`src/rtl/sync_segment_generator_pkg.sv`:
```
// Shared segment encoding and reference 640x480 timing for the sync segment generators.
// Timing constants feed the lengths of the horizontal and vertical instances at system level.
package sync_segment_generator_pkg;

    localparam logic [1:0] SEG_SYNC   = 2'd0;
    localparam logic [1:0] SEG_BACK   = 2'd1;
    localparam logic [1:0] SEG_ACTIVE = 2'd2;
    localparam logic [1:0] SEG_FRONT  = 2'd3;

    typedef enum logic [1:0] {
        SegSync   = SEG_SYNC,
        SegBack   = SEG_BACK,
        SegActive = SEG_ACTIVE,
        SegFront  = SEG_FRONT
    } seg_e;

    localparam int unsigned H_SYNC_LEN   = 96;
    localparam int unsigned H_BACK_LEN   = 48;
    localparam int unsigned H_ACTIVE_LEN = 640;
    localparam int unsigned H_FRONT_LEN  = 16;

    localparam int unsigned V_SYNC_LEN   = 2;
    localparam int unsigned V_BACK_LEN   = 33;
    localparam int unsigned V_ACTIVE_LEN = 480;
    localparam int unsigned V_FRONT_LEN  = 10;

    function automatic seg_e next_seg(input seg_e cur);
        seg_e nxt;
        unique case (cur)
            SegSync:   nxt = SegBack;
            SegBack:   nxt = SegActive;
            SegActive: nxt = SegFront;
            SegFront:  nxt = SegSync;
            default:   nxt = SegSync;
        endcase
        return nxt;
    endfunction

endpackage

```
`src/rtl/sync_segment_generator_advance_qualifier.sv`:
```
// Turns the raw advance input into a one-clock count enable, either as a level or as
// a rising-edge detect.
module sync_segment_generator_advance_qualifier #(
    parameter bit ADVANCE_EDGE = 1'b0
) (
    input  logic clock,
    input  logic advance_i,
    output logic qadv_o
);

    logic adv_q;

    // Tracks advance unconditionally, so a level held high across reset release is not an edge.
    always_ff @(posedge clock) begin
        adv_q <= advance_i;
    end

    assign qadv_o = ADVANCE_EDGE ? (advance_i & ~adv_q) : advance_i;

endmodule

```
`src/rtl/sync_segment_generator.sv`:
```
// Generic sync/position generator: SYNC, BACK, ACTIVE, FRONT segments with shadowed lengths
// and registered outputs. Used once per display axis.
module sync_segment_generator
    import sync_segment_generator_pkg::*;
#(
    parameter int unsigned WIDTH            = 10,
    parameter bit          SYNC_ACTIVE_HIGH = 1'b0,
    parameter bit          ADVANCE_EDGE     = 1'b0
) (
    input  logic             clock,
    input  logic             reset,
    input  logic             advance,
    input  logic [WIDTH-1:0] sync_len,
    input  logic [WIDTH-1:0] back_len,
    input  logic [WIDTH-1:0] active_len,
    input  logic [WIDTH-1:0] front_len,
    output logic             sync,
    output logic             active,
    output logic [WIDTH-1:0] position,
    output logic [1:0]       segment,
    output logic             period_end
);

    logic qadv;

    seg_e             state_q, state_d;
    logic [WIDTH-1:0] cnt_q, cnt_d;
    logic [WIDTH-1:0] sync_sh_q, sync_sh_d;
    logic [WIDTH-1:0] back_sh_q, back_sh_d;
    logic [WIDTH-1:0] active_sh_q, active_sh_d;
    logic [WIDTH-1:0] front_sh_q, front_sh_d;

    logic             sync_q, sync_d;
    logic             active_q, active_d;
    logic [WIDTH-1:0] position_q, position_d;
    logic [1:0]       segment_q, segment_d;
    logic             period_end_q, period_end_d;

    logic [WIDTH-1:0] len_sel;
    logic [WIDTH-1:0] len_eff;
    logic             at_last;
    logic             wrap;

    sync_segment_generator_advance_qualifier #(
        .ADVANCE_EDGE(ADVANCE_EDGE)
    ) u_adv_qual (
        .clock    (clock),
        .advance_i(advance),
        .qadv_o   (qadv)
    );

    always_comb begin
        len_sel = sync_sh_q;
        unique case (state_q)
            SegSync:   len_sel = sync_sh_q;
            SegBack:   len_sel = back_sh_q;
            SegActive: len_sel = active_sh_q;
            SegFront:  len_sel = front_sh_q;
            default:   len_sel = sync_sh_q;
        endcase
        // A zero length still occupies one count, so no segment is ever skipped.
        len_eff = (len_sel == '0) ? WIDTH'(1) : len_sel;
        at_last = (cnt_q == (len_eff - WIDTH'(1)));

        state_d = state_q;
        cnt_d   = cnt_q;
        wrap    = 1'b0;
        if (qadv) begin
            if (at_last) begin
                state_d = next_seg(state_q);
                cnt_d   = '0;
                wrap    = (state_q == SegFront);
            end else begin
                cnt_d = cnt_q + WIDTH'(1);
            end
        end

        sync_sh_d   = wrap ? sync_len   : sync_sh_q;
        back_sh_d   = wrap ? back_len   : back_sh_q;
        active_sh_d = wrap ? active_len : active_sh_q;
        front_sh_d  = wrap ? front_len  : front_sh_q;

        sync_d       = ((state_d == SegSync) == SYNC_ACTIVE_HIGH);
        active_d     = (state_d == SegActive);
        position_d   = active_d ? cnt_d : '0;
        segment_d    = state_d;
        period_end_d = wrap;
    end

    always_ff @(posedge clock) begin
        if (reset) begin
            state_q      <= SegSync;
            cnt_q        <= '0;
            sync_sh_q    <= sync_len;
            back_sh_q    <= back_len;
            active_sh_q  <= active_len;
            front_sh_q   <= front_len;
            sync_q       <= SYNC_ACTIVE_HIGH;
            active_q     <= 1'b0;
            position_q   <= '0;
            segment_q    <= SEG_SYNC;
            period_end_q <= 1'b0;
        end else begin
            state_q      <= state_d;
            cnt_q        <= cnt_d;
            sync_sh_q    <= sync_sh_d;
            back_sh_q    <= back_sh_d;
            active_sh_q  <= active_sh_d;
            front_sh_q   <= front_sh_d;
            sync_q       <= sync_d;
            active_q     <= active_d;
            position_q   <= position_d;
            segment_q    <= segment_d;
            period_end_q <= period_end_d;
        end
    end

    assign sync       = sync_q;
    assign active     = active_q;
    assign position   = position_q;
    assign segment    = segment_q;
    assign period_end = period_end_q;

endmodule

```
`config.mk`:
```
export PLATFORM = sky130hd
export DESIGN_NAME = sync_segment_generator
export DESIGN_NICKNAME = d
export VERILOG_FILES = /design/src/rtl/sync_segment_generator_pkg.sv /design/src/rtl/sync_segment_generator_advance_qualifier.sv /design/src/rtl/sync_segment_generator.sv
export SDC_FILE = /design/constraint.sdc
export NUM_CORES = 1
export LEC_CHECK = 0
export CAP_MARGIN = 10
export CORE_ASPECT_RATIO = 0.9
export CORE_MARGIN = 10
export CORE_UTILIZATION = 31
export CTS_BUF_LIST = sky130_fd_sc_hd__clkbuf_4 sky130_fd_sc_hd__clkbuf_8
export CTS_CLUSTER_DIAMETER = 50
export CTS_CLUSTER_SIZE = 20
export DETAILED_ROUTE_END_ITERATION = 12
export GPL_ROUTABILITY_DRIVEN = 0
export GPL_TIMING_DRIVEN = 0
export PLACE_DENSITY_LB_ADDON = 0.2
export SYNTH_ARGS = -nofsm -noshare
export SYNTH_HDL_FRONTEND = slang
export SYNTH_SLANG_ARGS = --single-unit
```
`constraint.sdc`:
```
create_clock -name clock -period 4.3 [get_ports clock]
set_input_delay 0.86 -clock clock [delete_from_list [all_inputs] [get_ports clock]]
set_output_delay 0.86 -clock clock [all_outputs]
set_load 0.005 [all_outputs]
```
==> key figures, run 1 <==
Clocking
  – Post-CTS Hold Buffers: 0
  – # H-tree levels: 3
  – Clk_lat worst skew: approximately 0.35 ns
  – Total clock buffers created by CTS: 9
  – CTS sink count: 65
  – CTS root buf: clkbuf_8
  – CTS max path bufs: 2
  – CTS tree: built
  – Clock slew at reported path FFs: about 0.06 ns

Die
  – Die W: 122 um
  – Die H: 112 um
  – Core area: 9170 um2
  – Die ar.: 13,700 um2
  – Starting Density: a little under a third
  – Row count: 33
  – IO Count: 58

Power and ir drop
  – Pwr dens: 327 nW/um2
  – Comb power frac: 8.9%
  – Peak VDD IR: 0.000172 V
  – Cell Int Power: roughly 1.0 mW
  – Sw Ratio: 21.8%
  – Flop pwr share: 53.9%
  – Pleak: between 1 and 1.5 nW
  – Sw power: about 0.29 mW
  – Clk pwr share: 37.3%
  – Total chip power: 1.32 mW

STA
  – Slew Limit Fails: 0
  – Final hold vios: 0
  – Worst clock skew: between 0.009 and 0.01 ns
  – Setup_tns: 0 ns
  – Worst setup margin: 0.138 ns
  – Max Fclk: roughly 240 MHz
  – Final period util: 96.8%
  – Least-Margin Pin Slew: 0.600 ns
  – Tmin final: 4.16 ns
  – Relative slew slack: 59.9%
  – Final setup viols: 0

Layout
  – Final net count: 369
  – Area growth, synth to finish: 37.8%
  – Footprint of the multi-input gates: 1200 um2
  – # diodes: 0
  – Register Area: 1710 um2
  – Fillers: 897
  – Share of cells above drive strength 1: 17.5%

Worst setup path
  – Crit end category: flop
  – Crit-path slowest cell: or4_4
  – Crit Path Max Fanout: 10
  – Crit-path max cell delay: 0.57 ns
  – Worst setup path endpoint: back_sh_q[8]$_DFFE_PP_
  – Arrival time worst endpoint: around 4.2 ns
  – FF-to-FF setup slack: 0.14 ns
  – Reg2reg path depth: 17
  – Setup crit start: segment[1]$_SDFF_PP0_
  – Critical path data required time: 4.36 ns
  – FF-to-FF Start: segment[1]$_SDFF_PP0_
  – Capturing point of the worst reg2reg path: back_sh_q[8]$_DFFE_PP_
  – Crit Path Class: reg -> reg
  – CP Cell Sequence: inv_1 -> ha_1 -> buf_2 -> a222oi_1 -> buf_4 -> a31oi_1 -> or4_4 -> o21ai_2 -> inv_2 -> ha_1 -> or2b_2 -> o311ai_0 -> o41ai_1 -> o2111ai_2 -> nor2_4 -> buf_4 -> a21o_4
  – CP Launch Type: flop

Placement
  – PortBufs: 56
  – Post-place setup slack: -0.760 ns
  – HPWL Detailed: 4940 um

Logic synthesis
  – Post-synth EDFFs: 40
  – Synth area leader: edfxtp_1
  – Cell count after synthesis: ~240
  – Predominant post-synthesis flop cell: edfxtp_1
  – Asr flop ratio synth: 0%
  – Mean post-synth cell area: 12.3 um2
  – Distinct cell type count after synthesis: 57
  – Cell area after synthesis: approximately 3000 um2
  – Syn nets: about 290
  – Top-area cell type share of the netlist area: 41.0%
  – Synth Register Bits: 65
  – Yosys warns: 0
  – Seq/Total Area, Yosys: around three fifths
  – Most area-consuming cells after synthesis: edfxtp_1, dfxtp_1, xnor2_1

Global route
  – Largest net degree at the start of global routing: 15
  – Global Route Usage Sum: between 10% and 20%
  – First-pass GRT wire length: ~12,000 um
  – Antenna violations before repair: 0
  – GRT overflow: 0
  – Vias in the first global route: between 2,000 and 2,500

Drt
  – Drt drc: 0
  – Detailed Routing Iterations Pass 1: 5
  – Via density: 4.89
  – Post-DRT Antenna Nets: 0
  – DR vias: ~2,200
  – Drt initial violations: roughly 120
  – Final wirelength: 7420 um
  – Routed WL per cell: 16.6 um

Job
  – Total of max-cap violations: 0

Hold path
  – Cells on Worst Hold Path: 2
  – Worst Hold Class: reg -> reg

Run status
  – Status: finished, final reports clean
==> per-layer routing <==
layer  part of all wire, %  vias up  global-route usage [%]
met1                    47     1033                    14.1
met3                   6.9       13                    4.86
met4                   2.0        0                    4.32
met5                     0        -                       0
met2                    44       66                    16.9
li1                      -     1074                       -
==> cells in the mapped netlist (all sizes together) (2+ instances only) <==
cell type,count
o21ai,5
nand4,7
a211oi,3
edfxtp,40
dfxtp,25
a31oi,4
a22oi,3
nand2,7
o41ai,2
nor2,24
clkbuf,4
inv,10
xor2,12
a2bb2oi,3
and3,3
o211ai,2
xnor2,12
nand2b,2
ha,6
nor3b,5
nor4,2
nand3,4
a222oi,7
buf,5
nor2b,3
nor3,3
a32oi,2
a21oi,12
==> layout make-up <==
cell class                      count  area share, %
Tap cell                          122           3.79
Clock inverter                      5           1.15
Multi-Input combinational cell    156           29.7
Timing Repair Buffer               68           16.1
Inverter                           10          0.931
Sequential cell                    65           42.4
Clock buffer                       11           3.45
Buffer                             10           2.42
==> worst min-delay path by stage <==
| stage | slack (ns) | endpoint | from |
|---|---|---|---|
| finish | 0.55 | segment[1]$_SDFF_PP0_ | segment[1]$_SDFF_PP0_ |
| global route | 0.59 | sync$_SDFF_PP0_ | segment[1]$_SDFF_PP0_ |
| CTS | 0.58 | segment[0]$_SDFF_PP0_ | segment[0]$_SDFF_PP0_ |
| detailed placement | 0.56 | segment[1]$_SDFF_PP0_ | segment[1]$_SDFF_PP0_ |
| global placement | 0.56 | segment[1]$_SDFF_PP0_ | segment[1]$_SDFF_PP0_ |
| floorplan | 0.53 | segment[1]$_SDFF_PP0_ | segment[1]$_SDFF_PP0_ |
==> repair_timing <==
| item | CTS | global route |
|---|---|---|
| setup buffers | 10 | 2 |
| resized for setup | 9 | 9 |
| pin swaps | 7 | 5 |
| gates cloned | 4 | 0 |
| setup endpoints to repair | 40 | 65 |
==> critical path, delay by kind of cell (launching register included) <==
family                   cells  cell delay, ns
AO/OA/AOI/OAI                7            1.43
AND/OR/NAND/NOR              3            0.95
buffers and inverters        5            0.68
adder cells (fa/ha/maj)      2            0.43
flip-flops                   1            0.38
==> state kept, by name, indices dropped and copies added, names as in the netlist, 2 cells and up <==
signal / cells
active_sh_q: 10
front_sh_q: 10
back_sh_q: 10
segment: 2
sync_sh_q: 10
position: 10
cnt_q: 10
==> cells in the final DEF (no fill, tap or decap), types with 3 or more instances in the layout <==
cell type | Yosys | layout
clkinv_1 | 0 | 3
a211oi_1 | 3 | 3
a21oi_1 | 12 | 11
a2bb2oi_1 | 3 | 3
clkbuf_8 | 1 | 10
clkdlybuf4s50_1 | 0 | 56
nor2_1 | 24 | 23
ha_1 | 6 | 6
nor3b_1 | 5 | 5
a22oi_1 | 3 | 3
xnor2_1 | 12 | 11
edfxtp_1 | 40 | 40
xor2_1 | 12 | 12
and3_1 | 3 | 3
dfxtp_1 | 25 | 23
a222oi_1 | 7 | 7
inv_1 | 9 | 9
nand2_1 | 7 | 7
buf_4 | 3 | 15
a31oi_1 | 4 | 4
nor2b_1 | 3 | 3
nand3_1 | 4 | 4
a21o_4 | 0 | 5
nand4_1 | 6 | 6
==> logic make-up (layout without fill, tap and decap cells) <==
| family | Yosys count | after routing | synth area share, % |
|---|---|---|---|
| AOI/OAI and AO/OA | 53 | 57 | 14.1 |
| xor gates and xnor gates | 24 | 24 | 7.18 |
| adders and majority gates | 6 | 6 | 2.57 |
| buffers and inverters | 20 | 104 | 4.57 |
| DFF | 65 | 65 | 58.1 |
| muxes | 1 | 1 | 0.342 |
| and+or+nand+nor | 68 | 68 | 13.1 |
==> power groups by stage <==
| stage | Sequential, mW | Combinational (mW) | Clock [mW] |
|---|---|---|---|
| floorplan | 0.721 | 0.0560 | 0 |
| global placement | 0.725 | 0.106 | 0 |
| detailed placement | 0.725 | 0.107 | 0 |
| CTS | 0.712 | 0.114 | 0.517 |
| global route | 0.714 | 0.128 | 0.532 |
| finish | 0.711 | 0.117 | 0.492 |
==> per-stage QoR <==
stage | hold WS, ns | instances | cell area [um2] | utilization [%]
after global routing | 0.588 | 447 | 4030 | 44.0
after floorplan | 0.525 | 237 | 2930 | -
final | 0.548 | 447 | 4030 | 44.0
after CTS | 0.577 | 445 | 3980 | 43.4
after global placement | 0.565 | 415 | 3640 | 39.7
after detailed placement | 0.556 | 415 | 3640 | 39.7
Note: power is estimated with default switching activity, not from simulation.
==> run 2: changes to the inputs <==
--- a/config.mk
+++ b/config.mk
@@ -6,7 +6,7 @@
 export NUM_CORES = 1
 export LEC_CHECK = 0
 export CAP_MARGIN = 10
-export CORE_ASPECT_RATIO = 0.9
+export CORE_ASPECT_RATIO = 1.5
 export CORE_MARGIN = 10
 export CORE_UTILIZATION = 31
 export CTS_BUF_LIST = sky130_fd_sc_hd__clkbuf_4 sky130_fd_sc_hd__clkbuf_8
==> run 2 against run 1 <==
- non-clock buffer count down 3
- largest cell class unchanged
- sequential share of layout area decreased by 0.19 points
- utilization fell by 0.28 points
- via count grew 0.46%
- maximum frequency rose by 1.6%
- critical path type unchanged
==> key figures, run 2 (synthesis gave the netlist of run 1 again) <==
Run status
  – Status: finished, final reports clean

Layout
  – Register Area: 1710 um2 (-0.15%)
  – Fillers: 898 (+0.11%)
  – Final Util: 43.7% (-0.28 points)
  – Share of cells above drive strength 1: 17.8% (+0.31 points)
  – Final net count: 369 (unchanged)
  – Area growth, synth to finish: 38.2%
  – Most common cell after layout, fill and taps aside: clkdlybuf4s50_1
  – Most frequent cells in the layout: clkdlybuf4s50_1, edfxtp_1, nor2_1, dfxtp_1
  – # diodes: 0 (unchanged)
  – Footprint of the multi-input gates: 1230 um2 (+2.5%)

Clocking
  – CTS tree: built
  – # H-tree levels: 3 (unchanged)
  – Clk_lat worst skew: 0.35 ns (about the same)
  – Clock slew at reported path FFs: 0.06 ns (about the same)
  – CTS sink count: 65 (unchanged)
  – CTS max path bufs: 2 (unchanged)
  – Total clock buffers created by CTS: 9 (unchanged)
  – CTS root buf: clkbuf_8
  – Post-CTS Hold Buffers: 0 (unchanged)

STA
  – Final setup viols: 0 (unchanged)
  – Slew Limit Fails: 0 (unchanged)
  – Tmin final: 4.09 ns (-0.0671 ns)
  – Final period util: 95.2% (-1.6 points)
  – Setup_tns: 0 ns (unchanged)
  – Max Fclk: 244 MHz (+1.6%)
  – Relative slew slack: 58.6% (-1.3 points)
  – Final hold vios: 0 (unchanged)
  – Least-Margin Pin Slew: 0.619 ns (+0.0190 ns)
  – RSZ-0062 raised after global routing: yes
  – Worst clock skew: 0.00655 ns (-0.00256 ns)

Global route
  – Global Route Usage Sum: 10.4% (-0.88 points)
  – Antenna violations before repair: 0 (unchanged)
  – Vias in the first global route: 2,278 (-6.1%)
  – Largest net degree at the start of global routing: 14 (-1)
  – First-pass GRT wire length: 11,400 um (-5.8%)
  – GRT overflow: 0 (unchanged)

Worst setup path
  – Crit-path slowest cell: or4_4
  – Crit-path max cell delay: 0.54 ns (-0.03 ns)
  – Crit end category: flop
  – FF-to-FF Start: segment[0]$_SDFF_PP0_
  – Crit Path Class: reg -> reg
  – Arrival time worst endpoint: 4.15 ns (-0.07 ns)
  – Critical path data required time: 4.35 ns (about the same)
  – CP Cell Sequence: ha_1 -> clkbuf_2 -> a222oi_1 -> a31oi_1 -> or4_4 -> o21ai_4 -> inv_2 -> ha_1 -> or2b_2 -> xnor2_1 -> nor3_2 -> o2111ai_2 -> nor2_4 -> buf_12 -> a21o_2
  – Setup crit start: segment[0]$_SDFF_PP0_
  – Most frequent CP cell: ha_1
  – Crit Path Max Fanout: 17 (+7)
  – CP Launch Type: flop

Job
  – Total of max-cap violations: 0 (unchanged)

Drt
  – Detailed Routing Iterations Pass 1: 4 (-1)
  – Drt drc: 0 (unchanged)
  – Routed WL per cell: 16.9 um (+1.7%)
  – Post-DRT Antenna Nets: 0 (unchanged)
  – Via density: 5.03 (+2.8%)
  – Final wirelength: 7370 um (-0.57%)
  – DR vias: 2,196 (+0.46%)
  – Drt initial violations: 122 (unchanged)

Die
  – Die ar.: 13,800 um2 (+0.54%)
  – Die W: 99.3 um (-19%)
  – Core area: 9250 um2 (+0.96%)
  – Starting Density: 31.6% (-0.30 points)
  – Row count: 43 (+30%)
  – IO Count: 58 (unchanged)
  – Die H: 139 um (+24%)

Hold path
  – Worst Hold Class: reg -> reg
  – Hold Startpoint: segment[1]$_SDFF_PP0_

Placement
  – HPWL Detailed: 5100 um (+3.3%)
  – PortBufs: 56 (unchanged)

Power and ir drop
  – Cell Int Power: 1.04 mW (+1.1%)
  – Sw power: 0.289 mW (+0.69%)
  – Flop pwr share: 53.3% (-0.6 points)
  – Clk pwr share: 37.8% (+0.5 points)
  – Sw Ratio: 21.7% (-0.066 points)
  – Comb power frac: 8.9% (about the same)
  – Pleak: 1.47 nW (+0.90%)
  – Peak VDD IR: 0.000199 V (+16%)
  – Pwr dens: 330 nW/um2 (+0.68%)
==> run 2: power by group through the flow <==
| stage | sequential, mW | combinational [mW] | clock (mW) |
|---|---|---|---|
| detailed placement | 0.726 | 0.106 | 0 |
| finish | 0.711 | 0.119 | 0.503 |
| global placement | 0.725 | 0.105 | 0 |
| CTS | 0.712 | 0.114 | 0.518 |
| floorplan | 0.721 | 0.0560 | 0 |
| global route | 0.714 | 0.129 | 0.540 |
==> run 2: path summary, 6_finish.rpt <==
kind	end	slack, ns	depth (start not counted)
min	segment[1]$_SDFF_PP0_	0.53	2
min reg2reg	segment[1]$_SDFF_PP0_	0.53	2
max	sync_sh_q[1]$_DFFE_PP_	0.21	15
max reg2reg	sync_sh_q[1]$_DFFE_PP_	0.21	15
==> run 2: final cells by class <==
type | count | area share (%)
Sequential cell | 65 | 42.2
Multi-Input combinational cell | 159 | 30.4
Timing Repair Buffer | 65 | 15.8
Clock buffer | 12 | 3.62
Tap cell | 112 | 3.47
Buffer | 10 | 2.48
Clock inverter | 4 | 1.08
Inverter | 10 | 0.928
==> run 2: worst max-delay path: cells and delay by family, from the launching register on <==
family | cells | cell delay [ns]
xor+xnor | 1 | 0.09
simple gates | 4 | 1.11
flops | 1 | 0.37
buf+inv | 3 | 0.54
compound gates | 5 | 1.20
fa+ha+maj | 2 | 0.49
==> run 2: per-layer routing <==
metal / wire length (um) / vias to the layer above / share of wire, % / track usage (%)
met4: 100 / 0 / 1.4 / 5.75
li1: - / 1073 / - / -
met2: 4100 / 63 / 56 / 18.5
met3: 451 / 6 / 6.1 / 3.64
met5: 0 / - / 0 / 0
met1: 2720 / 1054 / 37 / 10.1
==> run 2: what timing repair did <==
action,CTS,global route
buffers inserted,7,2
setup endpoints to repair,48,64
cloned,3,4
pin swaps,6,7
resized for setup,9,9
==> run 2: metrics by stage <==
stage | power (mW) | setup WS (ns) | hold WS [ns] | area, um2 | cells
2_1_floorplan | 0.777 | 0.0190 | 0.525 | 2930 | 237
3_3_place_gp | 0.829 | -0.737 | 0.575 | 3630 | 405
3_5_place_dp | 0.832 | -0.754 | 0.572 | 3630 | 405
4_1_cts | 1.34 | 0.0482 | 0.581 | 3940 | 431
5_1_grt | 1.38 | -0.0134 | 0.558 | 4040 | 437
6_report | 1.33 | 0.206 | 0.529 | 4040 | 437
